[src/rtl/register_file_march_bist.sv]
// register_file_march_bist
//   March C- self-test controller for the L1 instruction-cache register files.
//   It drives the register-file test wrapper's single-port interface, checks
//   the returned read data against the expected background, and reports
//   pass/fail with the first failing address and march element.
//
//   Element sequence (B0 = all zeros, B1 = all ones):
//     M0 up: w0 | M1 up: r0,w1 | M2 up: r1,w0 | M3 down: r0,w1 | M4 down: r1,w0 | M5 up: r0
//
// Ports:
//   clk, rst_n        clock, asynchronous active-low reset
//   bist_start_i      one-cycle run request, accepted in IDLE or DONE only
//   bist_done_o       run finished; held until the next accepted start
//   bist_fail_o       mismatch seen; valid while bist_done_o = 1
//   bist_fail_addr_o  address of the first mismatch
//   bist_fail_elem_o  march element index (0..5) of the first mismatch
//   BIST              wrapper test-mode enable, high only while running
//   CSN_T, WEN_T      active-low chip select / write enable
//   A_T, D_T          test address / test write data
//   Q_T               test read data, valid READ_LAT cycles after a read issue
module register_file_march_bist #(
  parameter int ADDR_WIDTH = 5,
  parameter int DATA_WIDTH = 32,
  parameter int READ_LAT   = 1
) (
  input  logic                  clk,
  input  logic                  rst_n,
  input  logic                  bist_start_i,
  output logic                  bist_done_o,
  output logic                  bist_fail_o,
  output logic [ADDR_WIDTH-1:0] bist_fail_addr_o,
  output logic [2:0]            bist_fail_elem_o,
  output logic                  BIST,
  output logic                  CSN_T,
  output logic                  WEN_T,
  output logic [ADDR_WIDTH-1:0] A_T,
  output logic [DATA_WIDTH-1:0] D_T,
  input  logic [DATA_WIDTH-1:0] Q_T
);

  typedef enum logic [1:0] {
    S_IDLE = 2'd0,
    S_RUN  = 2'd1,
    S_DONE = 2'd2
  } state_t;

  localparam logic [1:0]            LAT       = 2'(READ_LAT);
  localparam logic [ADDR_WIDTH-1:0] ADDR_MAX  = '1;
  localparam logic [ADDR_WIDTH-1:0] ADDR_ONE  = ADDR_WIDTH'(1);
  localparam logic [2:0]            ELEM_LAST = 3'd5;

  // Read ops: every op of M5, and the first op of M1..M4.
  function automatic logic f_is_read(input logic [2:0] elem, input logic op);
    return (elem == 3'd5) || ((elem != 3'd0) && !op);
  endfunction

  // Background of an op: expected data for reads, write data for writes.
  function automatic logic f_ones(input logic [2:0] elem, input logic op);
    if (f_is_read(elem, op)) return (elem == 3'd2) || (elem == 3'd4);
    return (elem == 3'd1) || (elem == 3'd3);
  endfunction

  // Position of the op presented on the bus in the current cycle.
  state_t                r_state, w_state_nxt;
  logic [2:0]            r_elem, w_elem_nxt;
  logic                  r_op, w_op_nxt;        // op index within the element
  logic [ADDR_WIDTH-1:0] r_addr, w_addr_nxt;
  logic [1:0]            r_lat, w_lat_nxt;      // 0 = issue cycle of a read
  logic [DATA_WIDTH-1:0] r_exp, w_exp_nxt;      // expected read data, set at issue

  // Registered outputs.
  logic                  r_bist, w_bist_nxt;
  logic                  r_csn, w_csn_nxt;
  logic                  r_wen, w_wen_nxt;
  logic [ADDR_WIDTH-1:0] r_a, w_a_nxt;
  logic [DATA_WIDTH-1:0] r_d, w_d_nxt;
  logic                  r_done, w_done_nxt;
  logic                  r_fail, w_fail_nxt;
  logic [ADDR_WIDTH-1:0] r_fail_addr, w_fail_addr_nxt;
  logic [2:0]            r_fail_elem, w_fail_elem_nxt;

  logic w_cur_read, w_cur_last_cycle, w_cur_last_op, w_cur_desc;
  logic w_addr_end, w_miscompare, w_issue, w_nxt_read;

  assign w_cur_read       = f_is_read(r_elem, r_op);
  assign w_cur_last_cycle = !w_cur_read || (r_lat == LAT);
  assign w_cur_last_op    = (r_elem == 3'd0) || (r_elem == ELEM_LAST) || r_op;
  assign w_cur_desc       = (r_elem == 3'd3) || (r_elem == 3'd4);
  assign w_addr_end       = w_cur_desc ? (r_addr == '0) : (r_addr == ADDR_MAX);
  // Compare in the last cycle of a read op (the issue cycle when READ_LAT = 0).
  assign w_miscompare     = (r_state == S_RUN) && w_cur_read && w_cur_last_cycle &&
                            (Q_T != r_exp);

  // NOTE: every variable gets a default before the case so that no path
  // leaves one unassigned and infers a latch.
  always_comb begin
    w_state_nxt     = r_state;
    w_elem_nxt      = r_elem;
    w_op_nxt        = r_op;
    w_addr_nxt      = r_addr;
    w_lat_nxt       = r_lat;
    w_exp_nxt       = r_exp;
    w_done_nxt      = r_done;
    w_fail_nxt      = r_fail;
    w_fail_addr_nxt = r_fail_addr;
    w_fail_elem_nxt = r_fail_elem;
    w_bist_nxt      = 1'b0;
    w_csn_nxt       = 1'b1;
    w_wen_nxt       = 1'b1;
    w_a_nxt         = '0;
    w_d_nxt         = '0;
    w_issue         = 1'b0;
    w_nxt_read      = 1'b0;

    case (r_state)
      S_IDLE, S_DONE: begin
        if (bist_start_i) begin
          w_state_nxt     = S_RUN;
          w_elem_nxt      = 3'd0;
          w_op_nxt        = 1'b0;
          w_addr_nxt      = '0;
          w_done_nxt      = 1'b0;
          w_fail_nxt      = 1'b0;
          w_fail_addr_nxt = '0;
          w_fail_elem_nxt = 3'd0;
          w_issue         = 1'b1;
        end
      end
      S_RUN: begin
        if (w_miscompare) begin
          w_state_nxt     = S_DONE;
          w_done_nxt      = 1'b1;
          w_fail_nxt      = 1'b1;
          w_fail_addr_nxt = r_addr;
          w_fail_elem_nxt = r_elem;
        end else if (!w_cur_last_cycle) begin
          // Read wait cycle: bus idle, address held.
          w_lat_nxt  = r_lat + 2'd1;
          w_bist_nxt = 1'b1;
          w_a_nxt    = r_addr;
        end else if (!w_cur_last_op) begin
          w_op_nxt = 1'b1;
          w_issue  = 1'b1;
        end else if (!w_addr_end) begin
          w_op_nxt   = 1'b0;
          w_addr_nxt = w_cur_desc ? (r_addr - ADDR_ONE) : (r_addr + ADDR_ONE);
          w_issue    = 1'b1;
        end else if (r_elem == ELEM_LAST) begin
          w_state_nxt = S_DONE;
          w_done_nxt  = 1'b1;
        end else begin
          // Straight into the next element; M3 and M4 start at the top.
          w_elem_nxt = r_elem + 3'd1;
          w_op_nxt   = 1'b0;
          w_addr_nxt = ((r_elem == 3'd2) || (r_elem == 3'd3)) ? ADDR_MAX : '0;
          w_issue    = 1'b1;
        end
      end
      default: w_state_nxt = S_IDLE;
    endcase

    // Present the op selected above on the bus.
    if (w_issue) begin
      w_nxt_read = f_is_read(w_elem_nxt, w_op_nxt);
      w_lat_nxt  = 2'd0;
      w_bist_nxt = 1'b1;
      w_csn_nxt  = 1'b0;
      w_wen_nxt  = w_nxt_read;
      w_a_nxt    = w_addr_nxt;
      w_exp_nxt  = {DATA_WIDTH{f_ones(w_elem_nxt, w_op_nxt)}};
      w_d_nxt    = w_nxt_read ? '0 : w_exp_nxt;
    end
  end

  // NOTE: state and outputs are updated with non-blocking assignments so all
  // registers sample the same pre-edge values.
  always_ff @(posedge clk or negedge rst_n) begin
    if (!rst_n) begin
      r_state     <= S_IDLE;
      r_elem      <= 3'd0;
      r_op        <= 1'b0;
      r_addr      <= '0;
      r_lat       <= 2'd0;
      r_exp       <= '0;
      r_bist      <= 1'b0;
      r_csn       <= 1'b1;
      r_wen       <= 1'b1;
      r_a         <= '0;
      r_d         <= '0;
      r_done      <= 1'b0;
      r_fail      <= 1'b0;
      r_fail_addr <= '0;
      r_fail_elem <= 3'd0;
    end else begin
      r_state     <= w_state_nxt;
      r_elem      <= w_elem_nxt;
      r_op        <= w_op_nxt;
      r_addr      <= w_addr_nxt;
      r_lat       <= w_lat_nxt;
      r_exp       <= w_exp_nxt;
      r_bist      <= w_bist_nxt;
      r_csn       <= w_csn_nxt;
      r_wen       <= w_wen_nxt;
      r_a         <= w_a_nxt;
      r_d         <= w_d_nxt;
      r_done      <= w_done_nxt;
      r_fail      <= w_fail_nxt;
      r_fail_addr <= w_fail_addr_nxt;
      r_fail_elem <= w_fail_elem_nxt;
    end
  end

  assign BIST             = r_bist;
  assign CSN_T            = r_csn;
  assign WEN_T            = r_wen;
  assign A_T              = r_a;
  assign D_T              = r_d;
  assign bist_done_o      = r_done;
  assign bist_fail_o      = r_fail;
  assign bist_fail_addr_o = r_fail_addr;
  assign bist_fail_elem_o = r_fail_elem;

endmodule

[config.mk]
export PLATFORM = sky130hd
export DESIGN_NAME = register_file_march_bist
export DESIGN_NICKNAME = d
export VERILOG_FILES = /design/src/rtl/register_file_march_bist.sv
export SDC_FILE = /design/constraint.sdc
export NUM_CORES = 1
export LEC_CHECK = 0
export BUFFER_PORTS_ARGS = -buffer_cell sky130_fd_sc_hd__buf_2
export CAP_MARGIN = 20
export CORE_MARGIN = 5
export CORE_UTILIZATION = 45
export CTS_CLUSTER_DIAMETER = 120
export DETAILED_ROUTE_END_ITERATION = 12
export GPL_ROUTABILITY_DRIVEN = 1
export GPL_TIMING_DRIVEN = 0
export PLACE_DENSITY = 0.72
export SYNTH_ARGS = -nofsm -noshare
export SYNTH_HDL_FRONTEND = slang
export SYNTH_SLANG_ARGS = --single-unit
[constraint.sdc]
create_clock -name clk -period 4.5 [get_ports clk]
set_input_delay 0.9 -clock clk [delete_from_list [all_inputs] [get_ports clk]]
set_output_delay 0.9 -clock clk [all_outputs]
set_load 0.05 [all_outputs]
==> metrics.md, run 1 <==
| Metric | Value |
|---|---|
| Max-Cap Viols | 0 |
| Syn Inst Count | 259 |
| Period Utilization, post-route | approximately 65% |
| Max Clock Freq | 341 MHz |
| Element type at the critical path start | input pin |
| Reg clk slew, reported paths | around 0.070 ns |
| Asr flop ratio synth | 100% |
| VDD IR max | 0.000350 V |
| Seq/Total Area, Yosys | 35.3% |
| Final setup vio count | 0 |
| DRC errors left | 0 |
| Post-DP HPWL | 4.56 mm |
| Crit-path max FO | 9 |
| Post-synth cell types | 60 |
| DR vias | 2183 |
| Slew Limit Fails | 0 |
| Static leakage | 1.53 nW |
| Diode count | 0 |
| DIE AREA | 6770 um^2 |
| H-Tree Depth | 2 |
| Port Buf Inserts | between 80 and 90 |
| Worst path required time | 4.67 ns |
| Setup TNS | 0 ns |
| Post-Syn Area | 2350 um^2 |
| Global route overflow | 0 |
| First-pass DRT Iterations | 4 |
| Critical Path Sink Type | flip-flop |
| R2r setup slk | 1.79 ns |
| FP Rows | 26 |
| Yosys top cell area share | between 30 and 40% |
| Final #Nets | between 300 and 400 |
| Hold_ws | 0.478 ns |
| Crit-path max cell delay | about 0.53 ns |
| Layout area overhead | 25.3% |
| Most frequent cells in the layout | 85 x buf_2, 31 x dfrtp_1, 31 x buf_4 |
| Via density | 5.19 |
| Minimum clock period | 2.94 ns |
| Largest net degree at the start of global routing | 34 |
| Initial detailed-routing violation count | 137 |
| Aggregate routed wire length | a little under 6 mm |
| Fin. Hold Viols | 0 |
| Largest area contributor in the netlist | dfrtp_1 |
| I/O Pins | 85 |
| Routed Antenna Nets | 0 |
| Data arrival, critical path | 3.11 ns |
| CTS Sinks | 33 |
| Core area | approximately 5100 um^2 |
| CTS tree | built |
| Initial antenna violation count | 0 |
| Die extent in x | between 80 and 90 um |
| Number of global-route vias before repair | 2006 |
| Hold WC Path Type | reg -> reg |
| Post-synthesis register bit count | 33 |
| Status | finished, final reports clean |
| Ys Warns | 0 |
| Placer Congestion | 0.840 |
| Fraction of layout cells with a size suffix above 1 | 41.0% |
| RSZ-0062 raised after global routing | false |
| Cts repair resizes | 0 |
| Most common cell after layout, fill and taps aside | buf_2 |
| Clock Latency Late Sink | 0.29 ns |
| Critical-path cell list | buf_2 > or4_1 > nor4_1 > o22ai_1 > o21ai_1 > and2_1 > clkbuf_1 > mux2_2 |
| CP max stage cell | or4_1 |
| PnR Total Power | ~1.3 mW |
| Worst-Margin Slew | around 0.86 ns |
| Worst r2r src | r_elem[0] |
| CP Class | in -> reg |
| Total GRT Usage | 18.0% |
| Leading post-synthesis cells by cell area | dfrtp_1 33%, buf_4 9.9%, ha_1 4.8% |
| Setup Skew | about 0.0073 ns |
| Post-synth EDFFs | 0 |
| Rel. slew slack | 42.2% |
| CTS Buf Count | 5 |
| Power Dens Cells | approximately 450 nW/um^2 |
| Clock buffer depth | 2 |
| Mapped Nets | 304 |
| Setup bufs post-CTS | 0 |
| # hold bufs at CTS | 0 |
| Top_reg_cell synth | dfrtp_1 |
| Initial Util | 46.3% |
| Critical path buffer and inverter count | 2 |
| WL/cell | 13.9 um |
| Die Y-Extent | 82.3 um |
| Root buf cell | clkbuf_8 |
| Crit path from | Q_T[26] |
| Mean Syn Cell Area | 9.07 um^2 |
| First-pass GRT wire length | 9.49 mm |
| Top delay family on crit path | simple AND/OR/NAND/NOR gates |
| Hold_sp | bist_fail_addr_o[1] |
## worst min-delay path, stage by stage (launching register included)
cell	delay, ns
dfrtp_1	0.34
nand2_1	0.05
o31ai_1	0.05
## final timing paths
check                                      end  cells past startpoint
min                        bist_fail_addr_o[1]                      2
max reg2reg                             A_T[4]                     11
max in group asynchronous            r_elem[0]                      1
min in group asynchronous  bist_fail_addr_o[2]                      1
max                        bist_fail_addr_o[0]                      8
min reg2reg                bist_fail_addr_o[1]                      2
## final cells by class
type,count,area [um^2]
multi-input cells,175,1200
clock buffers,5,68.8
plain buffers,40,275
clock inverters,3,17.5
repair buffers,84,420
flip-flops and latches,33,828
fillers,466,2130
inverters,11,43.8
well taps,70,87.6
## Yosys cell counts, drive strengths merged, types with 3 or more instances
cell	count
buf	34
clkbuf	6
o221a	3
ha	9
nor2	16
o22ai	4
or4	6
nor4	7
mux2i	3
nand2	25
xnor2	3
a21o	6
nor3	9
a21oi	9
nand4	5
and2	3
a22o	6
nand2b	3
a31oi	3
inv	11
nand3	8
or3	4
nor2b	3
o21ai	15
dfrtp	31
## layer usage
layer	GRT usage, %	wire (um)
met1	23.3	2580
met4	4.15	55
met5	0	0
met2	31.2	2740
met3	3.36	485
## stage by stage
step | setup WS, ns | util (%) | cell area [um^2] | instances
floorplan | 1.67 | - | 2350 | 259
global placement | 1.29 | 56.3 | 2860 | 413
detailed placement | 1.30 | 56.3 | 2860 | 413
CTS | 1.57 | 58.0 | 2940 | 421
global route | 1.36 | 58.0 | 2940 | 421
finish | 1.56 | 58.0 | 2940 | 421
## state kept, by name, indices dropped and copies added (netlist names), 2 cells and up
signal and count:
r_addr 5, r_state 2, bist_fail_addr_o 5, r_lat 2, bist_fail_elem_o 3, r_elem 3, A_T 5
## logic make-up after synthesis
family | synth area share (%)
simple gates | 23.3
compound gates | 17.8
buf+inv | 13.6
flops | 35.3
fa+ha+maj | 5.64
mux | 2.93
xor+xnor | 1.49
## power by group
part	leakage (nW)	switching [mW]	total, mW	internal, mW
logic	1.05	0.447	0.658	0.211
clock network	0.0439	0.112	0.219	0.107
registers	0.434	0.0566	0.442	0.385
total	1.53	0.616	1.32	0.703
(Power assumes the default switching activity.)
==> inputs of run 2 (changes only) <==
--- a/config.mk
+++ b/config.mk
@@ -5,6 +5,7 @@
 export SDC_FILE = /design/constraint.sdc
 export NUM_CORES = 1
 export LEC_CHECK = 0
+export ABC_AREA = 1
 export BUFFER_PORTS_ARGS = -buffer_cell sky130_fd_sc_hd__buf_2
 export CAP_MARGIN = 20
 export CORE_MARGIN = 5
@@ -13,7 +14,7 @@
 export DETAILED_ROUTE_END_ITERATION = 12
 export GPL_ROUTABILITY_DRIVEN = 1
 export GPL_TIMING_DRIVEN = 0
-export PLACE_DENSITY = 0.72
+export PLACE_DENSITY = 0.74
 export SYNTH_ARGS = -nofsm -noshare
 export SYNTH_HDL_FRONTEND = slang
 export SYNTH_SLANG_ARGS = --single-unit
==> constraint.sdc (replaced) <==
create_clock -name clk -period 2.6 [get_ports clk]
set_input_delay 0.52 -clock clk [delete_from_list [all_inputs] [get_ports clk]]
set_output_delay 0.52 -clock clk [all_outputs]
set_load 0.05 [all_outputs]
==> metrics.md, run 2 <==
| Metric | Value |
|---|---|
| Fin. Hold Viols | 0 |
| Die extent in x | roughly 84 um |
| Power Dens Cells | 1220 nW/um^2 |
| Crit-path max cell delay | 0.42 ns |
| Aggregate routed wire length | 6.15 mm |
| FP Rows | 27 |
| Port Buf Inserts | 84 |
| Routed Antenna Nets | 0 |
| Placer Congestion | 0.813 |
| Post-synth EDFFs | 0 |
| Minimum clock period | 2.41 ns |
| Initial detailed-routing violation count | 128 |
| Post-synthesis register bit count | 33 |
| Critical Path Sink Type | flip-flop |
| Final setup vio count | 0 |
| Element type at the critical path start | flip-flop |
| Layout area overhead | 24.8% |
| Root buf cell | clkbuf_8 |
| Fin util | 57.2% |
| Most common cell after layout, fill and taps aside | nand2_1 |
| Fraction of layout cells with a size suffix above 1 | 33.5% |
| Final std cells w/o fill | 523 |
| Diode count | 0 |
| Mapped Nets | 404 |
| H-Tree Depth | 2 |
| Setup TNS | 0 ns |
| Initial Util | a little under half |
| Period Utilization, post-route | 92.7% |
| Max-Cap Viols | 0 |
| Internal power | 1.69 mW |
| Largest area contributor in the netlist | dfrtp_1 |
| R2r setup slk | 0.19 ns |
| CP Class | reg -> reg |
| Post-DP HPWL | 4.85 mm |
| Data arrival, critical path | 2.57 ns |
| Mean Syn Cell Area | 6.95 um^2 |
| Via density | 4.76 |
| Rel. slew slack | 43.3% |
| Final #Nets | 496 |
| Setup Skew | approximately 0.0062 ns |
| Status | finished, final reports clean |
| Clock buffer depth | 2 |
| Leading post-synthesis cells by cell area | dfrtp_1 31%, nand2_1 16%, buf_4 9.6% |
| Clock Power Share | 10.4% |
| Power share of the combinational group | approximately 67% |
| Most frequent cells in the layout | 103 x nand2_1, 85 x buf_2, 41 x inv_1 |
| Most instantiated cells after synthesis | 103 x nand2_1, 41 x inv_1, 34 x nor2_1 |
| Sw Pwr | approximately 2.1 mW |
| CTS Buf Count | 5 |
| Register share of total power | 22.9% |
| Hold WC Path Type | in -> async |
| Max Clock Freq | 415 MHz |
| DR vias | ~2500 |
| Asr flop ratio synth | 100% |
| Worst path required time | 2.76 ns |
| Global route overflow | 0 |
| CP max stage cell | dfrtp_1 |
| Yosys top cell area share | 31.1% |
| Crit-path max FO | 10 |
| Static leakage | 1.88 nW |
| VDD IR max | just over 0.0005 V |
| Count leader, synth | nand2_1 |
| Placed cells | 515 |
| R2r worst-path depth | 13 |
| Hold_ws | 0.290 ns |
| Endpoint of the worst register-to-register path | bist_fail_addr_o[0] |
| WL/cell | 11.8 um |
| DRC errors left | 0 |
| Top_reg_cell synth | dfrtp_1 |
| Die Y-Extent | 84.4 um |
| Worst-Margin Slew | around 0.85 ns |
| CTS tree | built |
| Seq/Total Area, Yosys | around 33% |
| Ys Warns | 0 |
| Post-synth cell types | 32 |
| Total GRT Usage | 17.6% |
| Slew Limit Fails | 0 |
| First-pass DRT Iterations | 4 |
| # hold bufs at CTS | 0 |
| I/O Pins | between 80 and 90 |
| Reg clk slew, reported paths | around 0.070 ns |
| Clock Latency Late Sink | 0.29 ns |
| Initial antenna violation count | 0 |
| Largest net degree at the start of global routing | 34 |
| CTS Sinks | 33 |
| Syn Inst Count | 359 |
| DIE AREA | 7130 um^2 |
| First-pass GRT wire length | 10.2 mm |
| Critical-path cell list | buf_4 > ha_1 > nand2_2 > inv_1 > nor2_2 > nor2_4 > nor3_2 > o21ai_4 > nand2_1 > nand2_2 > buf_4 > nand2_1 > o31ai_1 |
| Post-Syn Area | 2490 um^2 |
| Number of global-route vias before repair | about 2300 |
| Worst r2r src | r_elem[0] |
| Sw frac | 55.6% |
| Core area | 5440 um^2 |
[run 2: cell count changes in the layout (fill, tap and decap cells not counted), sizes merged, moves of 7 or more]
cell	delta
nand3	+26
inv	+36
nand2	+85
nor4	-7
nor2	+22
[run 2: cell families after synthesis]
family          Yosys count  synth area share, %
fa+ha+maj                10                 5.32
flops                    33                 33.2
buf+inv                  82                 17.3
compound gates           34                 8.13
simple gates            200                 36.1
[run 2: metrics by stage]
step | instance area, um^2 | power, mW | setup slack, ns
2_1_floorplan | 2490 | 2.81 | 0.503
3_3_place_gp | 3000 | 3.30 | 0.295
3_5_place_dp | 3000 | 3.37 | 0.240
4_1_cts | 3090 | 3.78 | 0.221
5_1_grt | 3110 | 4.13 | -0.00734
6_report | 3110 | 3.79 | 0.189
[run 2: power groups by stage]
| stage | Sequential [mW] | Combinational, mW | Clock [mW] |
|---|---|---|---|
| 2_1_floorplan | 1.20 | 1.61 | 0 |
| 3_3_place_gp | 0.863 | 2.44 | 0 |
| 3_5_place_dp | 0.872 | 2.50 | 0 |
| 4_1_cts | 0.864 | 2.51 | 0.402 |
| 5_1_grt | 0.898 | 2.80 | 0.429 |
| 6_report | 0.868 | 2.53 | 0.393 |
[run 2: layout make-up]
type,instances,area (um^2)
Buffer,34,249
Multi-Input combinational cell,244,1250
Clock buffer,7,86.3
Sequential cell,33,828
Tap cell,72,90.1
Fill cell,547,2330
Inverter,48,181
Timing Repair Buffer,85,428
[run 2: critical path: cells and delay by family (launching register included)]
family	cells	cell delay (ns)
buf+inv	3	0.43
compound gates	2	0.26
flops	1	0.42
simple gates	7	0.99
fa+ha+maj	1	0.19
[run 2: routing by layer]
layer | track usage, % | share of wire, % | up-vias
met5 | 0 | 0 | -
met4 | 5.32 | 1.7 | 0
met3 | 4.61 | 5.3 | 9
li1 | - | - | 1279
met2 | 32.4 | 53 | 59
met1 | 20.0 | 40 | 1143
[run 2: what timing repair did]
item	in CTS	in global routing
setup buffers	0	1
setup endpoints to repair	0	2
hold endpoints to repair	0	0
resized for setup	0	2
[run 2: worst max-delay path by stage]
stage	from	end	slack, ns	cells past startpoint
2_1_floorplan	r_elem[0]	r_addr[4]	0.50	16
3_3_place_gp	r_elem[0]	r_addr[4]	0.29	16
3_5_place_dp	r_elem[0]	r_addr[4]	0.24	17
4_1_cts	r_elem[0]	r_addr[4]	0.22	17
5_1_grt	r_elem[0]	A_T[4]	-0.007	17
6_report	r_elem[0]	bist_fail_addr_o[0]	0.19	13
==> inputs of run 3 (changes only) <==
==> constraint.sdc (replaced) <==
create_clock -name clk -period 2.2 [get_ports clk]
set_input_delay 0.44 -clock clk [delete_from_list [all_inputs] [get_ports clk]]
set_output_delay 0.44 -clock clk [all_outputs]
set_load 0.05 [all_outputs]
==> metrics.md, run 3 (same netlist as run 2, synthesis figures left out) <==
| Metric | Value |
|---|---|
| Setup Skew | 0.00693 ns |
| Minimum clock period | around 2.3 ns |
| FP Rows | 27 |
| Final setup vio count | 4 |
| Port Buf Inserts | 84 |
| Final #Nets | around 500 |
| Clock buffer depth | 2 |
| Initial detailed-routing violation count | approximately 130 |
| Hold WC Path Type | in -> async |
| PnR Total Power | 4.77 mW |
| Initial Util | 45.8% |
| DRC errors left | 0 |
| Post-DP HPWL | 4.85 mm |
| Total GRT Usage | 17.9% |
| Clock Latency Late Sink | 0.29 ns |
| Data arrival, critical path | 2.45 ns |
| Number of global-route vias before repair | between 2000 and 2500 |
| Fin. Hold Viols | 0 |
| Most common cell after layout, fill and taps aside | nand2_1 |
| RSZ-0062 raised after global routing | true |
| Global route overflow | 0 |
| Aggregate routed wire length | 6.39 mm |
| Rel. slew slack | 50.1% |
| # hold bufs at CTS | 0 |
| Crit-path max FO | 7 |
| CP Class | reg -> reg |
| I/O Pins | 85 |
| Initial antenna violation count | 0 |
| Diode count | 0 |
| Max-Cap Viols | 0 |
| Placer Congestion | 0.813 |
| CTS Sinks | 33 |
| Most frequent cells in the layout | 100 x nand2_1, 85 x buf_2, 39 x buf_4 |
| Via density | ~4.8 |
| Critical Path Sink Type | flip-flop |
| R2r worst-path depth | 15 |
| Max Clock Freq | ~440 MHz |
| Worst path required time | 2.39 ns |
| Setup TNS | -0.100 ns |
| CTS tree | built |
| Die extent in x | 84.4 um |
| Root buf cell | clkbuf_8 |
| Status | complete, but fails checks |
| WL/cell | 12.1 um |
| Final WS setup | -0.0571 ns |
| First-pass DRT Iterations | 4 |
| First-pass GRT wire length | 10.4 mm |
| Largest net degree at the start of global routing | 34 |
| Reg clk slew, reported paths | 0.07 ns |
| Failing checks | negative setup slack |
| Slew Limit Fails | 0 |
| CTS Buf Count | 5 |
| Layout area overhead | 29.5% |
| Core area | between 5000 and 6000 um^2 |
| Die Y-Extent | between 80 and 90 um |
| Fraction of layout cells with a size suffix above 1 | ~37% |
| Static leakage | 1.91 nW |
| Element type at the critical path start | flip-flop |
| H-Tree Depth | 2 |
| DR vias | approximately 2500 |
| VDD IR max | 0.000607 V |
| Period Utilization, post-route | 103% |
| Worst-Margin Slew | 0.749 ns |
| Fin util | between 50 and 60% |
| DIE AREA | 7130 um^2 |
| Routed Antenna Nets | 0 |
| Power Dens Cells | 1480 nW/um^2 |
| Filler instances | 522 |
-- run 3: path summary, 6_finish.rpt --
check,startpoint,to,slack (ns)
max,r_elem[0],r_addr[4],-0.06
min,rst_n,A_T[2],0.21
max reg2reg,r_elem[0],r_addr[4],-0.06
min reg2reg,bist_fail_elem_o[1],bist_fail_elem_o[1],0.48
max in group asynchronous,rst_n,r_elem[0],1.47
min in group clk,bist_fail_elem_o[1],bist_fail_elem_o[1],0.48
-- run 3: through the flow --
stage | worst slack (ns) | area [um^2] | hold slack, ns | std cells
2_1_floorplan | 0.103 | 2490 | 0.144 | 359
3_3_place_gp | -0.105 | 3000 | 0.451 | 515
3_5_place_dp | -0.160 | 3000 | 0.472 | 515
4_1_cts | 0.0108 | 3160 | 0.236 | 525
5_1_grt | -0.189 | 3230 | 0.278 | 529
6_report | -0.0571 | 3230 | 0.211 | 529
-- run 3: routing by layer --
| metal | vias to the layer above | track usage [%] | wire length (um) |
|---|---|---|---|
| met5 | - | 0 | 0 |
| met4 | 0 | 5.76 | 130 |
| met3 | 11 | 4.81 | 327 |
| met2 | 61 | 32.9 | 3390 |
| met1 | 1160 | 20.2 | 2540 |
| li1 | 1293 | - | - |
-- run 3: worst max-delay path, cell delays in order, from the launching register on --
cell and delay, ns:
dfrtp_2 0.44, ha_2 0.21, nand2_2 0.11, nand2_8 0.09, fa_2 0.37, nand2_1 0.07
inv_1 0.04, nor2_1 0.10, o21bai_1 0.10, nand3_1 0.09, nand3_1 0.09, nand2_1 0.06
nand4_1 0.08, nand2_1 0.09, nand2_2 0.08, and2_4 0.13
-- run 3: area by class of cell --
class | count | area [um^2] | area share (%)
Timing Repair Buffer | 91 | 473 | 14.6
Tap cell | 72 | 90.1 | 2.79
Multi-Input combinational cell | 244 | 1320 | 40.8
Inverter | 48 | 181 | 5.62
Clock buffer | 7 | 86.3 | 2.67
Sequential cell | 33 | 831 | 25.7
Buffer | 34 | 249 | 7.71
-- run 3: report_power, final --
part	total (mW)	internal, mW	switching [mW]
sequential	1.03	0.853	0.182
clock	0.464	0.248	0.216
combinational	3.27	1.06	2.22
-- run 3: timing repair --
action	4_1_cts	5_1_grt
hold endpoints to repair	0	0
setup endpoints to repair	25	58
pin swaps	3	13
resized for setup	11	11
buffers inserted	3	4
